===== config.mk =====
export PLATFORM = sky130hd
export DESIGN_NAME = calc_entry_ctrl
export DESIGN_NICKNAME = d
export VERILOG_FILES = /design/src/rtl/calc_entry_ctrl.sv
export SDC_FILE = /design/constraint.sdc
export NUM_CORES = 1
export LEC_CHECK = 0
export CORE_ASPECT_RATIO = 2
export CORE_UTILIZATION = 40
export DETAILED_ROUTE_END_ITERATION = 16
export GPL_TIMING_DRIVEN = 0
export SKIP_LAST_GASP = 1
export SLEW_MARGIN = 20
export SYNTH_ARGS = -nofsm -noshare
export SYNTH_HDL_FRONTEND = slang
export SYNTH_SLANG_ARGS = --single-unit

===== constraint.sdc =====
create_clock -name clk -period 10.4 [get_ports clk]
set_input_delay 2.08 -clock clk [delete_from_list [all_inputs] [get_ports clk]]
set_output_delay 2.08 -clock clk [all_outputs]
set_load 0.02 [all_outputs]

===== src/rtl/calc_entry_ctrl.sv =====
// Keystroke sequencer for the calculator datapath: builds signed decimal operands,
// holds the pending operator, runs one execute cycle and latches result or error.
module calc_entry_ctrl #(
    parameter int NB         = 48,
    parameter int MAX_DIGITS = 12
) (
    input  logic          clk,
    input  logic          rst,
    input  logic          key_valid,
    input  logic [4:0]    key_code,
    output logic          key_ready,
    output logic [NB-1:0] calc_a,
    output logic [NB-1:0] calc_b,
    output logic [2:0]    calc_op,
    input  logic [NB-1:0] calc_result,
    output logic [NB-1:0] disp_value,
    output logic          disp_err
);

    typedef enum logic [2:0] {
        ENTRY_A = 3'd0,
        OP_WAIT = 3'd1,
        ENTRY_B = 3'd2,
        EXEC    = 3'd3,
        RESULT  = 3'd4,
        ERROR   = 3'd5
    } state_t;

    localparam int DW = $clog2(MAX_DIGITS + 1);
    localparam logic [DW-1:0] DIG_MAX = DW'(MAX_DIGITS);

    function automatic logic signed [NB-1:0] range_lim();
        logic signed [NB-1:0] v;
        v = 1;
        for (int i = 0; i < MAX_DIGITS; i++) begin
            v = v * $signed(NB'(10));
        end
        return v - 1;
    endfunction

    localparam logic signed [NB-1:0] POS_LIM = range_lim();
    localparam logic signed [NB-1:0] NEG_LIM = -POS_LIM;

    // x10 via shift-add at NB+4 bits; dig_cnt keeps the true value inside NB bits.
    function automatic logic [NB-1:0] mul10(input logic [NB-1:0] v);
        logic [NB+3:0] ext;
        ext = {{4{v[NB-1]}}, v};
        ext = (ext << 3) + (ext << 1);
        return ext[NB-1:0];
    endfunction

    state_t        state_q, state_d;
    logic [NB-1:0] acc_a_q, acc_a_d;
    logic [NB-1:0] acc_b_q, acc_b_d;
    logic [2:0]    op_q, op_d;
    logic [2:0]    next_op_q, next_op_d;
    logic          chain_q, chain_d;
    logic [DW-1:0] dig_cnt_q, dig_cnt_d;
    logic          neg_q, neg_d;
    logic [NB-1:0] calc_a_q, calc_a_d;
    logic [NB-1:0] calc_b_q, calc_b_d;
    logic [2:0]    calc_op_q, calc_op_d;
    logic [NB-1:0] disp_value_q, disp_value_d;
    logic          disp_err_q, disp_err_d;

    logic          key_acc;
    logic          is_digit, is_op, is_eq, is_clr, is_neg;
    logic [4:0]    op_sub;
    logic [2:0]    op_code;
    logic [NB-1:0] d_ext;
    logic          d_nonzero;
    logic          digit_ok;
    logic [NB-1:0] ent_a, ent_b;
    logic          exec_err;

    assign key_ready  = ~rst && (state_q != EXEC);
    assign key_acc    = key_valid && key_ready;

    assign is_digit   = (key_code <= 5'd9);
    assign is_op      = (key_code >= 5'd10) && (key_code <= 5'd14);
    assign is_eq      = (key_code == 5'd15);
    assign is_clr     = (key_code == 5'd16);
    assign is_neg     = (key_code == 5'd17);
    assign op_sub     = key_code - 5'd10;
    assign op_code    = op_sub[2:0];
    assign d_ext      = {{(NB-4){1'b0}}, key_code[3:0]};
    assign d_nonzero  = (key_code[3:0] != 4'd0);
    assign digit_ok   = (dig_cnt_q < DIG_MAX);

    assign ent_a = neg_q ? (mul10(acc_a_q) - d_ext) : (mul10(acc_a_q) + d_ext);
    assign ent_b = neg_q ? (mul10(acc_b_q) - d_ext) : (mul10(acc_b_q) + d_ext);

    // Divide-by-zero and negative exponent are decided before the result is looked at.
    always_comb begin
        exec_err = 1'b0;
        if (op_q == 3'd3 && acc_b_q == '0) begin
            exec_err = 1'b1;
        end else if (op_q == 3'd4 && acc_b_q[NB-1]) begin
            exec_err = 1'b1;
        end else if ($signed(calc_result) > POS_LIM || $signed(calc_result) < NEG_LIM) begin
            exec_err = 1'b1;
        end
    end

    always_comb begin
        state_d      = state_q;
        acc_a_d      = acc_a_q;
        acc_b_d      = acc_b_q;
        op_d         = op_q;
        next_op_d    = next_op_q;
        chain_d      = chain_q;
        dig_cnt_d    = dig_cnt_q;
        neg_d        = neg_q;
        calc_a_d     = calc_a_q;
        calc_b_d     = calc_b_q;
        calc_op_d    = calc_op_q;
        disp_value_d = disp_value_q;
        disp_err_d   = disp_err_q;

        case (state_q)
            ENTRY_A: begin
                if (key_acc) begin
                    if (is_digit) begin
                        if (digit_ok) begin
                            acc_a_d = ent_a;
                            if (acc_a_q != '0 || d_nonzero) dig_cnt_d = dig_cnt_q + 1'b1;
                        end
                    end else if (is_neg) begin
                        neg_d   = ~neg_q;
                        acc_a_d = -acc_a_q;
                    end else if (is_op) begin
                        op_d      = op_code;
                        neg_d     = 1'b0;
                        dig_cnt_d = '0;
                        state_d   = OP_WAIT;
                    end
                end
            end
            OP_WAIT: begin
                if (key_acc) begin
                    if (is_digit) begin
                        acc_b_d   = d_ext;
                        neg_d     = 1'b0;
                        dig_cnt_d = DW'(d_nonzero);
                        state_d   = ENTRY_B;
                    end else if (is_neg) begin
                        acc_b_d   = '0;
                        neg_d     = 1'b1;
                        dig_cnt_d = '0;
                        state_d   = ENTRY_B;
                    end else if (is_op) begin
                        op_d = op_code;
                    end
                end
            end
            ENTRY_B: begin
                if (key_acc) begin
                    if (is_digit) begin
                        if (digit_ok) begin
                            acc_b_d = ent_b;
                            if (acc_b_q != '0 || d_nonzero) dig_cnt_d = dig_cnt_q + 1'b1;
                        end
                    end else if (is_neg) begin
                        neg_d   = ~neg_q;
                        acc_b_d = -acc_b_q;
                    end else if (is_op || is_eq) begin
                        chain_d   = is_op;
                        next_op_d = is_op ? op_code : next_op_q;
                        calc_a_d  = acc_a_q;
                        calc_b_d  = acc_b_q;
                        calc_op_d = op_q;
                        state_d   = EXEC;
                    end
                end
            end
            EXEC: begin
                if (exec_err) begin
                    disp_err_d = 1'b1;
                    state_d    = ERROR;
                end else begin
                    acc_a_d   = calc_result;
                    acc_b_d   = '0;
                    neg_d     = 1'b0;
                    dig_cnt_d = '0;
                    if (chain_q) begin
                        op_d    = next_op_q;
                        state_d = OP_WAIT;
                    end else begin
                        state_d = RESULT;
                    end
                end
            end
            RESULT: begin
                if (key_acc) begin
                    if (is_digit) begin
                        acc_a_d   = d_ext;
                        neg_d     = 1'b0;
                        dig_cnt_d = DW'(d_nonzero);
                        state_d   = ENTRY_A;
                    end else if (is_neg) begin
                        acc_a_d = -acc_a_q;
                    end else if (is_op) begin
                        op_d      = op_code;
                        neg_d     = 1'b0;
                        dig_cnt_d = '0;
                        state_d   = OP_WAIT;
                    end
                end
            end
            ERROR: begin
            end
            default: begin
                state_d = ENTRY_A;
            end
        endcase

        case (state_q)
            ENTRY_A, OP_WAIT, RESULT: disp_value_d = acc_a_q;
            ENTRY_B:                  disp_value_d = acc_b_q;
            ERROR:                    disp_value_d = '0;
            default:                  disp_value_d = disp_value_q;
        endcase

        // key_ready is low in EXEC, so clear can never abort an execute.
        if (key_acc && is_clr) begin
            state_d      = ENTRY_A;
            acc_a_d      = '0;
            acc_b_d      = '0;
            op_d         = '0;
            next_op_d    = '0;
            chain_d      = 1'b0;
            dig_cnt_d    = '0;
            neg_d        = 1'b0;
            disp_value_d = '0;
            disp_err_d   = 1'b0;
        end
    end

    always_ff @(posedge clk) begin
        if (rst) begin
            state_q      <= ENTRY_A;
            acc_a_q      <= '0;
            acc_b_q      <= '0;
            op_q         <= '0;
            next_op_q    <= '0;
            chain_q      <= 1'b0;
            dig_cnt_q    <= '0;
            neg_q        <= 1'b0;
            calc_a_q     <= '0;
            calc_b_q     <= '0;
            calc_op_q    <= '0;
            disp_value_q <= '0;
            disp_err_q   <= 1'b0;
        end else begin
            state_q      <= state_d;
            acc_a_q      <= acc_a_d;
            acc_b_q      <= acc_b_d;
            op_q         <= op_d;
            next_op_q    <= next_op_d;
            chain_q      <= chain_d;
            dig_cnt_q    <= dig_cnt_d;
            neg_q        <= neg_d;
            calc_a_q     <= calc_a_d;
            calc_b_q     <= calc_b_d;
            calc_op_q    <= calc_op_d;
            disp_value_q <= disp_value_d;
            disp_err_q   <= disp_err_d;
        end
    end

    assign calc_a     = calc_a_q;
    assign calc_b     = calc_b_q;
    assign calc_op    = calc_op_q;
    assign disp_value = disp_value_q;
    assign disp_err   = disp_err_q;

endmodule

---- After elaboration in Yosys (flattened, before gate mapping) ----
Cells that the tools add are included.
word-level totals
  register bits after elaboration ......... 259
  word-level logic and storage cells ...... 178
operators by class
  add/sub/neg operators ................... 10
  $lt $le $gt $ge ......................... 6
  eq/ne operators ......................... 35
  multiplexer cells ....................... 78
  bitwise gates (word level) .............. 5
  reduce and logical (&&, ||, !) cells .... 31
operator list
  kind                                                                               number
  48-bit two-way mux                                                                 17
  48-bit one-hot mux with 3 select lines                                             3
  48-bit by 4-bit adder with 48-bit output                                           2
  48-bit adder                                                                       2
  48-bit negator                                                                     2
  48-bit nonzero test                                                                2
  48-bit by 4-bit subtractor with 48-bit output                                      2
  4-bit two-way mux                                                                  16
  3-bit two-way mux                                                                  21
  48-bit by 41-bit > comparator with 1-bit output (second input constant)            1
  48-bit logical NOT                                                                 1
  48-bit by 41-bit less-than comparator with 1-bit output (second input constant)    1
  2-bit != test (second input constant)                                              16
  4-bit one-hot mux with 5 select lines                                              1
  3-bit != test (second input constant)                                              6
  3-bit one-hot mux with 6 select lines                                              1
  1-bit two-way mux                                                                  17
  7-bit AND reduction                                                                2
  12-bit AND reduction                                                               1
  11-bit AND reduction                                                               1
  5-bit == test (second input constant)                                              2
  5-bit by 4-bit less-or-equal comparator with 1-bit output (second input constant)  2
  10-bit AND reduction                                                               1
  5-bit AND reduction                                                                2
  other kinds (24)                                                                   43

---- Logic depth before layout (Yosys ltp) ----
  depth after elaboration ................. 8
  depth in mapped cells ................... 15
  depth with buffers taken out ............ 15

---- Worst setup path after synthesis ----
Ideal clock, no wire load.
  path kind ............................... input port to flip-flop
  from .................................... input port key_code[3]
  to ...................................... register acc_a_q[46]
  setup time .............................. 0.130 ns
  data arrival time ....................... 5.171 ns
  data required time ...................... 10.270 ns
  path slack .............................. 5.099 ns
  stages .................................. 14
  buffers on the path ..................... 1
  cell sequence ........................... clkbuf_1 inv_1 ha_1 o21ai_0 or3b_1 or3_1 a2111oi_2 nand4_1 or4_1 nor3_2 a32oi_1 a21oi_1 mux2i_1 o21ai_0
between the ends
  word-level cells in the longest chain between the ends .. 6
  elaborated cells between the ends (all ways) .. 17
  classes of those cells .................. add/sub: 2; order compare: 1; eq/ne: 3; mux: 8; reduce/logical: 3
RTL lines
  what                                                                                                       line  text
  start: declaration                                                                                         10    input logic [4:0] key_code,
  48-bit by 4-bit adder with 48-bit output or 48-bit by 4-bit subtractor with 48-bit output (tied branches)  90    assign ent_a = neg_q ? (mul10(acc_a_q) - d_ext) : (mul10(acc_a_q) + d_ext);
  48-bit two-way mux                                                                                         90
  48-bit two-way mux                                                                                         124   if (digit_ok) begin
  48-bit two-way mux                                                                                         123   if (is_digit) begin
  48-bit two-way mux                                                                                         122   if (key_acc) begin
  48-bit one-hot mux with 3 select lines                                                                     120   case (state_q)
  end signal: assignment                                                                                     242   acc_a_q <= '0;
  end signal: assignment                                                                                     256   acc_a_q <= acc_a_d;
  end: declaration                                                                                           53    logic [NB-1:0] acc_a_q, acc_a_d;
Parallel ways exist; a longest one is shown, timed or not. The select of a mux whose other input is x is not followed.
A chain may end at the register's enable or synchronous reset.

---- Final worst setup path ----
  from .................................... input port key_code[2]
  to ...................................... register acc_b_q[39]
between the ends
  word-level cells in the longest chain between the ends .. 6
  elaborated cells between the ends (all ways) .. 18
  classes of those cells .................. add/sub: 2; order compare: 1; eq/ne: 5; mux: 7; reduce/logical: 3
RTL lines
  what                                                                                                       line  text
  48-bit by 4-bit adder with 48-bit output or 48-bit by 4-bit subtractor with 48-bit output (tied branches)  91    assign ent_b = neg_q ? (mul10(acc_b_q) - d_ext) : (mul10(acc_b_q) + d_ext);
  48-bit two-way mux                                                                                         91
  48-bit two-way mux                                                                                         159   if (digit_ok) begin
  48-bit two-way mux                                                                                         158   if (is_digit) begin
  48-bit two-way mux                                                                                         157   if (key_acc) begin
  48-bit one-hot mux with 3 select lines                                                                     120
  end signal: assignment                                                                                     243   acc_b_q <= '0;
  end signal: assignment                                                                                     257   acc_b_q <= acc_b_d;
  end: declaration                                                                                           54    logic [NB-1:0] acc_b_q, acc_b_d;
Parallel ways exist; a longest one is shown, timed or not. The select of a mux whose other input is x is not followed.

==> results.ini <==
[synthesis]
ys_seq_area_share_pct = 22.3
synth.avg_cell_area_um2 = 7.02
ys_warn_count = 0
yosys.area.top_type_share_pct = 22.3
async_reset_ff_share_pct = 0
synthesis.nets = 3475
synth_edf_count = 0
synthFlopType = dfxtp_1
synth-seq-cells = 259
synth_common_cells = nand2_1 (493), a21oi_1 (411), nor2_1 (289), dfxtp_1 (259), o21ai_0 (203)
synth_most_common_cell = nand2_1
syn_area_um2 = 23200
netlist_top_cells_area = dfxtp_1 (22%), a21oi_1 (8.9%), nand2_1 (8.0%)
yosysUniqueCellTypes = 110
yosysTopAreaCell = dfxtp_1
syn_inst = 3308

[status]
status = complete, no violations

[critical_path]
crit_fanout = 10
startpoint_type = input pin
worst_ep_arrival_time_ns = 7.48
critical-path-slowest-cell = clkbuf_1
crit_buf_inv = 6
critPathLaunch = key_code[2]
cp.required_ns = 10.91
reg2reg_from = acc_b_q[21]$_SDFFE_PP0P_
critical-path-top-delay-family = buffers and inverters
cp_common_cell = clkbuf_1
criticalPathCategory = input pin to flop
critical_path.cell_chain = clkdlybuf4s50_1 -> inv_1 -> ha_1 -> nand2_1 -> a31oi_1 -> clkbuf_1 -> clkbuf_1 -> clkbuf_1 -> nand2_1 -> clkbuf_1 -> o21ai_0
cpPeakStageDelay_ns = 0.89
end_kind = flop

[finish]
stdcell_count = 4324
nets = 3710
final_util_pct = 47.6
drive_above_1_share_pct = 4.88
area_delta_synth_final_pct = 17.4
final_area_um2 = 27200

[power]
leakagePower_nw = 9.81
power_density_nw_per_um2 = 117
ir_drop_mv = 0.135

[drt]
route.detailed.drc = 0
top_layer = met5
wl_met2_mm = 58.9
wirelength_mm = 116
viasPerCell = 6.34
met3_length_mm = 6.72
drt_iter0_markers = 2147
first_pass_iters = 6
vias = 27400
postRouteAntennaNets = 0
routed_wire_length_per_instance_um = 26.8
route.layer.met1.wl_mm = 36.4

[timing]
drv_slew = 0
hold_violations = 0
fin_tns_setup_ns = 0
timing.final.crit_share_pct = 67.1
fin_crit_ns = 6.97
fin_worst_skew_ns = 0.0346
worst_slack_ns = 3.43
slew_headroom_pct = 13.5
setup_viol = 0
fmax_mhz = 143
rsz0062_at_grt = no
tightest_slew_ns = 1.26

[place]
dp_hpwl_mm = 92.4
place_congestion = 1.02
place_inst = 4268
dpl_worst_slack_ns = 2.97
dpl_cell_area_um2 = 26200
port_buffers = 203

[floorplan]
start_util_pct = 40.5
pin_count = 205
dieArea_um2 = 59000
die_y_um = 343
fp.coreArea_um2 = 57200
fp-row-count = 124
die_w_um = 172

[clock_network]
cts_hold_buffers = 0
cts_max_level = 1
cts_setup_buffers = 0
clockBufferDepth = 3
clk_pin_slew_worst_paths_ns = 0.07
cts_sinks = 259
clockRootBuffer = clkbuf_16
tritoncts = built
clk_latency_ns = 0.62
cts_made_buffers = 28
cts-resized-gates = 0

[global_routing]
grt_pass1_vias = 27600
grt_use_total_pct = 38.9
grt_pass1_wl_mm = 169
grt_max_degree = 15
overflow = 0
antenna_found_initial = 4

[min_path]
hp-start = calc_b[33]$_SDFFE_PP0P_
hp-class = flop to flop

[job]
cap_violations = 0

[through the flow]
| step | total power [mW] | hold slack [ns] |
|---|---|---|
| final | 3.18 | 0.454 |
| after detailed placement | 2.01 | 0.446 |
| after floorplan | 1.67 | 0.457 |
| after global routing | 3.27 | 0.469 |
| after global placement | 2.01 | 0.441 |
| after CTS | 3.14 | 0.455 |
[report_power, final]
group	switching [mW]	internal (mW)	leakage, nW	total (mW)
Sequential	0.0583	1.02	2.09	1.08
Clock	0.506	0.645	0.493	1.15
Combinational	0.648	0.301	7.22	0.949
Total	1.21	1.96	9.81	3.18
[worst paths after layout]
path / endpoint / slack [ns] / cells after the start
setup / recovery: acc_b_q[39]$_SDFFE_PP0P_ / 3.43 / 11
hold / removal: calc_b[33]$_SDFFE_PP0P_ / 0.45 / 2
setup reg to reg: acc_b_q[45]$_SDFFE_PP0P_ / 4.91 / 14
hold reg to reg: calc_b[33]$_SDFFE_PP0P_ / 0.45 / 2
[state kept, by name, indices dropped and copies added, names as in the netlist]
signal / flops
op_q: 3
calc_a: 48
chain_q: 1
next_op_q: 3
calc_b: 48
calc_op: 3
disp_value: 48
neg_q: 1
acc_a_q: 48
dig_cnt_q: 4
acc_b_q: 48
state_q: 3
disp_err: 1
[routing by layer]
metal  GRT usage, %  vias up
li1               -    12700
met1           34.9    12900
met2           70.1     1226
met3           6.49      598
met4           41.4        2
met5              0        -
[cells by family after synthesis]
| kind of cell | after synthesis | synth area share (%) |
|---|---|---|
| fa+ha+maj | 112 | 6.22 |
| xor+xnor | 194 | 7.35 |
| mux | 40 | 1.87 |
| compound gates | 1078 | 29.3 |
| buf+inv | 248 | 4.22 |
| flops | 259 | 22.3 |
| simple gates | 1377 | 28.7 |
[worst min-delay path: cells and delay by family (launching register included)]
kind               cells  cell delay [ns]
AOI/OAI and AO/OA      1             0.05
DFF                    1             0.31
and+or+nand+nor        1             0.05
[layout make-up]
cell class,count,area (µm²)
clock inverters,15,220
diodes,3,7.51
multi-input cells,2801,17100
inverters,47,176
flip-flops and latches,259,5180
fillers,6156,30000
clock buffers,37,795
plain buffers,201,807
well taps,756,946
repair buffers,205,2050
[placed cells by master, fill, tap and decap left out, drive strengths merged, types with 27 or more instances in the layout]
cell and count:
a211oi 39, a21o 47, a21oi 412, a221oi 27
a31oi 53, and2 30, and3 46, buf 33
clkbuf 207, clkdlybuf4s50 203, dfxtp 259, ha 105
inv 49, nand2 495, nand3 103, nand4 67
nor2 290, nor3 117, nor4 49, o211ai 46
o21ai 216, o31ai 30, or3 65, xnor2 133
xor2 61
No activity file was read; power rests on OpenSTA's default activity.
